## src/rtl/sprite_line_sequencer_pkg.sv

```systemverilog
`default_nettype none
// =====================================================================
// sprite_pkg : shared constants and types for the sprite line sequencer
// Rev 1.0
// =====================================================================
package sprite_pkg;

   localparam int NUM_SPRITES = 4;
   localparam int SPRITE_W    = 16;
   localparam int SPRITE_H    = 16;
   localparam int H_ACTIVE    = 640;
   localparam int ROW_W       = $clog2(SPRITE_H);
   localparam int CNT_W       = $clog2(SPRITE_W + 1);

   typedef logic [2*SPRITE_W-1:0] row_word_t;

   typedef enum logic [2:0] {
      ST_IDLE  = 3'd0,
      ST_CHECK = 3'd1,
      ST_READ  = 3'd2,
      ST_WAIT  = 3'd3,
      ST_STORE = 3'd4,
      ST_DONE  = 3'd5
   } fetch_state_t;

   typedef struct packed {
      logic       on;
      logic [9:0] x;
      logic [9:0] y;
      logic [3:0] frame;
   } sprite_attr_t;

endpackage
`default_nettype wire

```

## src/rtl/sprite_line_sequencer_if.sv

```systemverilog
`default_nettype none
// =====================================================================
// sprite_line_sequencer_if : sprite ROM read port (sequencer = master)
// Rev 1.0
// =====================================================================
interface sprite_line_sequencer_if
   import sprite_pkg::*;
#(
   parameter int ROM_AW = 10
);
   logic              rom_rd;
   logic [ROM_AW-1:0] rom_addr;
   row_word_t         rom_data;

   modport master (output rom_rd, output rom_addr, input rom_data);
   modport slave  (input rom_rd, input rom_addr, output rom_data);
endinterface
`default_nettype wire

```

## src/rtl/sprite_line_sequencer_draw_ctr.sv

```systemverilog
`default_nettype none
// =====================================================================
// sprite_draw_ctr : per-sprite pixel counter driving one shifter's ld/en
// Rev 1.0
// =====================================================================
module sprite_draw_ctr
   import sprite_pkg::*;
(
   input  wire logic                  clk,
   input  wire logic                  rst,
   input  wire logic                  i_px_tick,
   input  wire logic [10:0]           i_hcount,
   input  wire logic [9:0]            i_x,
   input  wire logic                  i_valid,
   input  wire logic [2*SPRITE_W-1:0] i_word,
   output logic                       o_ld,
   output logic                       o_en,
   output logic [2*SPRITE_W-1:0]      o_data
);

   logic [CNT_W-1:0] r_cnt;
   row_word_t        r_data;
   logic             w_start;
   logic             w_shift;

   // A start is only honoured with an idle counter, so an overlapping start is dropped.
   assign w_start = i_px_tick && !rst && (i_hcount < 11'(H_ACTIVE)) &&
                    (i_hcount == {1'b0, i_x}) && i_valid && (r_cnt == '0);
   assign w_shift = i_px_tick && !rst && (r_cnt != '0);

   always_ff @(posedge clk) begin
      if (rst) begin
         r_cnt  <= '0;
         r_data <= '0;
      end else if (w_start) begin
         r_cnt  <= CNT_W'(SPRITE_W);
         r_data <= i_word;
      end else if (w_shift) begin
         r_cnt  <= r_cnt - 1'b1;
      end
   end

   assign o_ld   = w_start;
   assign o_en   = w_shift;
   assign o_data = w_start ? i_word : r_data;

endmodule
`default_nettype wire

```

## src/rtl/sprite_line_sequencer.sv

```systemverilog
`default_nettype none
// =====================================================================
// sprite_line_sequencer : hblank row fetch + double line buffer + draw timing
// Rev 1.0
// =====================================================================
module sprite_line_sequencer
   import sprite_pkg::*;
#(
   parameter int ROM_AW  = 10,
   parameter int ROM_LAT = 1
)(
   input  wire logic                                   clk,
   input  wire logic                                   reset,
   input  wire logic                                   px_tick,
   input  wire logic [10:0]                            hcount,
   input  wire logic [9:0]                             vcount,
   input  wire logic [NUM_SPRITES-1:0]                 spr_on,
   input  wire logic [NUM_SPRITES-1:0][9:0]            spr_x,
   input  wire logic [NUM_SPRITES-1:0][9:0]            spr_y,
   input  wire logic [NUM_SPRITES-1:0][3:0]            spr_frame,
   sprite_line_sequencer_if.master                     rom,
   output logic      [NUM_SPRITES-1:0]                 sh_ld,
   output logic      [NUM_SPRITES-1:0]                 sh_en,
   output logic      [NUM_SPRITES-1:0][2*SPRITE_W-1:0] sh_data,
   output logic                                        busy,
   output logic                                        overrun
);

   localparam int               IDX_W       = $clog2(NUM_SPRITES);
   localparam logic [IDX_W-1:0] c_LAST_IDX  = IDX_W'(NUM_SPRITES - 1);
   localparam logic [7:0]       c_WAIT_LAST = 8'((ROM_LAT > 1) ? (ROM_LAT - 2) : 0);

   fetch_state_t                      r_state;
   logic [IDX_W-1:0]                  r_idx;
   logic [9:0]                        r_tl;
   logic [7:0]                        r_wait;
   logic                              r_rom_rd;
   logic [ROM_AW-1:0]                 r_rom_addr;
   row_word_t [NUM_SPRITES-1:0]       r_pend_word;
   row_word_t [NUM_SPRITES-1:0]       r_act_word;
   logic [NUM_SPRITES-1:0]            r_pend_vld;
   logic [NUM_SPRITES-1:0]            r_act_vld;
   logic                              r_overrun;

   sprite_attr_t                      w_attr [NUM_SPRITES];
   logic [9:0]                        w_row;
   logic                              w_hit;
   logic [ROM_AW-1:0]                 w_addr;
   logic                              w_swap;
   logic                              w_trig;
   logic                              w_late;
   logic [NUM_SPRITES-1:0]            w_fetched;

   for (genvar gi = 0; gi < NUM_SPRITES; gi++) begin : g_attr
      assign w_attr[gi] = '{on: spr_on[gi], x: spr_x[gi], y: spr_y[gi], frame: spr_frame[gi]};
   end

   // 10-bit unsigned subtraction: sprites near y=1023 wrap onto the top lines.
   assign w_row  = r_tl - w_attr[r_idx].y;
   assign w_hit  = w_attr[r_idx].on && (w_row < 10'(SPRITE_H));
   assign w_addr = ROM_AW'(w_attr[r_idx].frame) * ROM_AW'(SPRITE_H) + ROM_AW'(w_row[ROW_W-1:0]);
   assign w_swap = px_tick && (hcount == 11'd0);
   assign w_trig = px_tick && (hcount == 11'(H_ACTIVE));
   assign w_late = (r_state != ST_IDLE) && (r_state != ST_DONE);

   // Sprites below the current index have fresh pending entries for this line.
   always_comb begin
      w_fetched = '0;
      for (int i = 0; i < NUM_SPRITES; i++) begin
         w_fetched[i] = (IDX_W'(i) < r_idx);
      end
   end

   always_ff @(posedge clk) begin
      if (reset) begin
         r_state     <= ST_IDLE;
         r_idx       <= '0;
         r_tl        <= '0;
         r_wait      <= '0;
         r_rom_rd    <= 1'b0;
         r_rom_addr  <= '0;
         r_pend_word <= '0;
         r_act_word  <= '0;
         r_pend_vld  <= '0;
         r_act_vld   <= '0;
         r_overrun   <= 1'b0;
      end else begin
         r_rom_rd <= 1'b0;

         if (w_swap) begin
            r_act_word <= r_pend_word;
            r_act_vld  <= w_late ? (r_pend_vld & w_fetched) : r_pend_vld;
            if (w_late) begin
               r_overrun <= 1'b1;
               r_state   <= ST_IDLE;
            end
         end

         if (!(w_swap && w_late)) begin
            unique case (r_state)
               ST_IDLE: begin
                  if (w_trig) begin
                     r_state <= ST_CHECK;
                     r_idx   <= '0;
                     r_tl    <= vcount + 10'd1;
                  end
               end
               ST_CHECK: begin
                  if (w_hit) begin
                     r_state    <= ST_READ;
                     r_rom_rd   <= 1'b1;
                     r_rom_addr <= w_addr;
                  end else begin
                     r_pend_vld[r_idx] <= 1'b0;
                     if (r_idx == c_LAST_IDX) begin
                        r_state <= ST_DONE;
                     end else begin
                        r_idx   <= r_idx + 1'b1;
                        r_state <= ST_CHECK;
                     end
                  end
               end
               ST_READ: begin
                  r_wait  <= '0;
                  r_state <= (ROM_LAT == 1) ? ST_STORE : ST_WAIT;
               end
               ST_WAIT: begin
                  if (r_wait == c_WAIT_LAST) begin
                     r_state <= ST_STORE;
                  end else begin
                     r_wait <= r_wait + 8'd1;
                  end
               end
               ST_STORE: begin
                  r_pend_word[r_idx] <= rom.rom_data;
                  r_pend_vld[r_idx]  <= 1'b1;
                  if (r_idx == c_LAST_IDX) begin
                     r_state <= ST_DONE;
                  end else begin
                     r_idx   <= r_idx + 1'b1;
                     r_state <= ST_CHECK;
                  end
               end
               ST_DONE: begin
                  if (w_swap) begin
                     r_state <= ST_IDLE;
                  end
               end
               default: r_state <= ST_IDLE;
            endcase
         end
      end
   end

   for (genvar gi = 0; gi < NUM_SPRITES; gi++) begin : g_draw
      sprite_draw_ctr u_draw (
         .clk       (clk),
         .rst       (reset),
         .i_px_tick (px_tick),
         .i_hcount  (hcount),
         .i_x       (w_attr[gi].x),
         .i_valid   (r_act_vld[gi]),
         .i_word    (r_act_word[gi]),
         .o_ld      (sh_ld[gi]),
         .o_en      (sh_en[gi]),
         .o_data    (sh_data[gi])
      );
   end

   assign rom.rom_rd   = r_rom_rd;
   assign rom.rom_addr = r_rom_addr;
   assign busy         = (r_state != ST_IDLE);
   assign overrun      = r_overrun;

endmodule
`default_nettype wire
```

## src/flat_wrapper.sv

```systemverilog
// flat-port wrapper written by rule: the top's interface ports become plain ports
module sprite_line_sequencer_flat import sprite_pkg::*;
#(
   parameter int ROM_AW  = 10,
   parameter int ROM_LAT = 1
)
  (clk, reset, px_tick, hcount, vcount, spr_on, spr_x, spr_y, spr_frame, sh_ld, sh_en, sh_data, busy, overrun, rom_rom_rd, rom_rom_addr, rom_rom_data);
  sprite_line_sequencer_if #(.ROM_AW(ROM_AW)) rom_i ();
  input  wire logic clk;
  input  wire logic reset;
  input  wire logic px_tick;
  input  wire logic [10:0] hcount;
  input  wire logic [9:0] vcount;
  input  wire logic [NUM_SPRITES-1:0] spr_on;
  input  wire logic [NUM_SPRITES-1:0][9:0] spr_x;
  input  wire logic [NUM_SPRITES-1:0][9:0] spr_y;
  input  wire logic [NUM_SPRITES-1:0][3:0] spr_frame;
  output logic      [NUM_SPRITES-1:0] sh_ld;
  output logic      [NUM_SPRITES-1:0] sh_en;
  output logic      [NUM_SPRITES-1:0][2*SPRITE_W-1:0] sh_data;
  output logic busy;
  output logic overrun;
  output wire logic [$bits(rom_i.rom_rd)-1:0] rom_rom_rd;
  output wire logic [$bits(rom_i.rom_addr)-1:0] rom_rom_addr;
  input wire logic [$bits(rom_i.rom_data)-1:0] rom_rom_data;
  assign rom_rom_rd = rom_i.rom_rd;
  assign rom_rom_addr = rom_i.rom_addr;
  assign rom_i.rom_data = rom_rom_data;
  sprite_line_sequencer #(.ROM_AW(ROM_AW), .ROM_LAT(ROM_LAT)) u_core (.clk(clk), .reset(reset), .px_tick(px_tick), .hcount(hcount), .vcount(vcount), .spr_on(spr_on), .spr_x(spr_x), .spr_y(spr_y), .spr_frame(spr_frame), .rom(rom_i), .sh_ld(sh_ld), .sh_en(sh_en), .sh_data(sh_data), .busy(busy), .overrun(overrun));
endmodule
```

## config.mk

```make
export PLATFORM = sky130hd
export DESIGN_NAME = sprite_line_sequencer_flat
export DESIGN_NICKNAME = d
export VERILOG_FILES = /design/src/rtl/sprite_line_sequencer_pkg.sv /design/src/rtl/sprite_line_sequencer_if.sv /design/src/rtl/sprite_line_sequencer_draw_ctr.sv /design/src/rtl/sprite_line_sequencer.sv /design/src/flat_wrapper.sv
export SDC_FILE = /design/constraint.sdc
export NUM_CORES = 1
export LEC_CHECK = 0
export ABC_AREA = 1
export CORE_UTILIZATION = 40
export CTS_CLUSTER_SIZE = 30
export DETAILED_ROUTE_END_ITERATION = 10
export GPL_TIMING_DRIVEN = 0
export HOLD_SLACK_MARGIN = 0.15
export PLACE_DENSITY = 0.72
export SETUP_SLACK_MARGIN = 0.2
export SLEW_MARGIN = 5
export SYNTH_ARGS = -nofsm -noshare
export SYNTH_HDL_FRONTEND = slang
export SYNTH_SLANG_ARGS = --single-unit
```

## constraint.sdc

```tcl
create_clock -name clk -period 6.1 [get_ports clk]
set_input_delay 0.915 -clock clk [delete_from_list [all_inputs] [get_ports clk]]
set_output_delay 0.915 -clock clk [all_outputs]
set_load 0.01 [all_outputs]
```

==> results_dict.tcl <==
set metrics [dict create \
    ant_nets 0 \
    hold_path_class "flop to flop" \
    overflow 0 \
    dp_hpwl_um 45610 \
    worstMarginPinSlew_ns 1.160 \
    syn-mean-instance-area_um2 7.561 \
    utilization_pct 52.32 \
    post_synth_instance_area_um2 18600 \
    pre_cts_ws_ns 1.255 \
    placement.cell_area_um2 22360 \
    cap_viol_max_count 0 \
    run_status "complete, no violations" \
    worst_setup_path_start_kind "primary input" \
    mostFrequentLayoutCell "nand2_1" \
    floorplan.initialDensity_pct 40.81 \
    fp.dieArea_um2 47370 \
    ys_seq_area_share_pct 47.90 \
    place.gp.congestion 0.8949 \
    worst_r2r_endpoint "u_core.rom.rom_addr[2]" \
    critical_path.max_fanout 10 \
    headroom_to_the_max_slew_limit_pct 22.70 \
    timing.critical_path.slowest_stage_cell "clkdlybuf4s50_1" \
    fmaxAchievable_mhz 205.3 \
    cts_setup_buffers 0 \
    ys_top_cells_by_area "dfxtp_1 (48%), a21oi_1 (11%), nand2_1 (11%)" \
    slew_viol_final 0 \
    clkLatencyLatePin_ns 0.58 \
    synth_top_cell_by_area "dfxtp_1" \
    drcViolationCount 0 \
    clk_pin_slew_worst_paths_ns 0.05 \
    num_vias 17840 \
    cts_resizes 0 \
    hold_ws_ns 0.4537 \
    die-height_um 217.6 \
    worst_flop_to_flop_path_startpoint "u_core.r_idx[0]" \
    sink_of_the_worst_hold_path "u_core.r_tl[8]" \
    placeableCoreArea_um2 45580 \
    finalInstanceArea_um2 23850 \
    async_flop_share_pct 0 \
    critPathRequiredTime_ns 5.18 \
    dominant_register_cell_in_the_synthesized_netlist "dfxtp_1" \
    synth-edff-count 0 \
    timing_worst_setup_path_type "primary input to primary output" \
    max-vdd-ir-drop_v 0.0002096 \
    num-nets-final 2988 \
    drive_gt1_share_pct 9.005 \
    cts-hold-fix-buffers 0 \
    rsz0062_at_grt "no" \
    layout_common_cells "nand2_1 (543), dfxtp_1 (445), a21oi_1 (417)" \
    fp_rows 78 \
    fin_skew_ns 0.02181 \
    pin_count 305 \
    power_density_nw_per_um2 264.2 \
    grt_first_pass_wirelength_um 91180 \
    cp_cell_sequence "clkdlybuf4s50_1, inv_2, nand2_2, nand2_2, nand3_4, inv_2, nand2_2, nor4_4, nand2_2, clkbuf_1, nand2_1, nand2_1, clkdlybuf4s50_1" \
    setup-tns-final_ns 0 \
    cts_htree_levels 2 \
    grt_start_max_net_pins 14 \
    layout_min_cycle_time_ns 4.871 \
    first_global_vias 17180 \
    hold-path-cell-count 2 \
    register_bit_count_reported_by_yosys 445 \
    r2r_cells 18 \
    place.port_buffers 300 \
    cts_num_sinks 445 \
    die_width_um 217.6 \
    crit_path_end_kind "primary output" \
    critical_path.max_stage_delay_ns 0.67 \
    critPathMostFrequentCell "nand2_2" \
    cts_buffers 46 \
    detail_route.vias_per_cell 5.179 \
    hold_fails_final_rpt 0 \
    drt_wl_total_um 59900 \
    clock-root-buffer "clkbuf_16" \
    antenna_found_initial 3 \
    register_to_register_path_setup_slack_ns 2.25 \
    cts_tree "built" \
    layout_worst_path_cycle_share_pct 79.86 \
    arrival_ns 3.96 \
    synth_cell_type_count 53 \
    netlist_instances 2460 \
    setup_viol 0 \
    synthDominantCellAreaShare_pct 47.90 \
    synth_warnings 0 \
    route.detailed.wl_per_inst_um 17.39 \
    initialDrtViolationCount 1308 \
    power.static_leakage_nw 9.670 \
    grt_usage_pct 24.60 \
    clock_path_buffers 3 \
    min_from "u_core.r_tl[8]" \
    detail_route.first_pass.iterations 5 \
    worst_slack_ns 1.229 \
    layout-area-overhead-vs-synth_pct 28.21 \
]
synthesized netlist by cell type, drive strengths merged (2+ instances only):
library cell and count:
buf 84, o211ai 5, o31ai 2, nand3 39, ha 22, clkinv 3
o2111ai 3, o21a 6, o21ai 286, nor3 20, inv 253, dfxtp 445
a211oi 4, nand2 594, nor3b 7, xor2 16, or2 13, o22ai 7
nor4 11, xnor2 7, clkbuf 61, nor2 87, nand4 19, a21oi 446
nand3b 3, a32o 7
routing by layer:
layer	vias up	share of wire [%]	GRT usage, %
met3	129	7.9	4.589
met1	8287	42	31.14
li1	8757	-	-
met5	-	0	0
met2	669	47	41.27
met4	0	3.5	9.437
state kept, by name (all words and copies together), names as in the netlist, named ones only:
name and cells:
u_core.r_tl 10, u_core.r_act_vld 4, u_core.g_draw.u_draw.r_data 128, u_core.r_state 3, u_core.r_act_word 128, u_core.rom.rom_rd 1
u_core.r_idx 2, u_core.r_wait 8, u_core.r_pend_word 128, u_core.rom.rom_addr 8, u_core.g_draw.u_draw.r_cnt 20, u_core.overrun 1
stage by stage:
| stage | std cells | power (mW) |
|---|---|---|
| final | 3445 | 6.299 |
| after global routing | 3443 | 6.543 |
| after CTS | 3443 | 6.341 |
| after detailed placement | 3361 | 3.575 |
| after global placement | 3361 | 3.553 |
| after floorplan | 2461 | 3.324 |
cell families after synthesis:
group           Yosys count  synth area share, %
compound gates          772                22.00
xor+xnor                 23                1.083
fa+ha+maj                23                1.588
buf+inv                 401                9.149
flops                   445                47.90
other cells               1              0.02016
simple gates            795                18.26
critical path: cells and delay by family:
| kind | cells | cell delay [ns] |
|---|---|---|
| and+or+nand+nor | 8 | 1.06 |
| buffers and inverters | 5 | 1.97 |
how the worst max path moves through the flow:
stage                          from  slack, ns     endpoint  cells after the start
final                     hcount[8]       1.23  sh_data[93]                     13
after global routing      hcount[8]       1.08  sh_data[93]                     13
after CTS                 hcount[8]       1.24  sh_data[87]                     13
after detailed placement  hcount[8]       1.25  sh_data[93]                     13
after global placement    hcount[8]       1.27  sh_data[93]                     13
after floorplan               reset       2.99  sh_data[66]                     13
final cells by class:
cell class	instances	area, um2
fillers	4282	21730
clock buffers	69	1319
multi-input cells	1615	7993
repair buffers	300	3003
plain buffers	145	733.2
well taps	600	750.7
flip-flops and latches	445	8909
inverters	256	968.4
clock inverters	13	165.2
diodes	2	5.005
where the power goes:
part / switching [mW] / total, mW / internal (mW)
logic: 0.326 / 0.558 / 0.232
registers: 0.0246 / 2.96 / 2.94
clock network: 1.15 / 2.78 / 1.63
No activity file was read; power rests on OpenSTA's default activity.
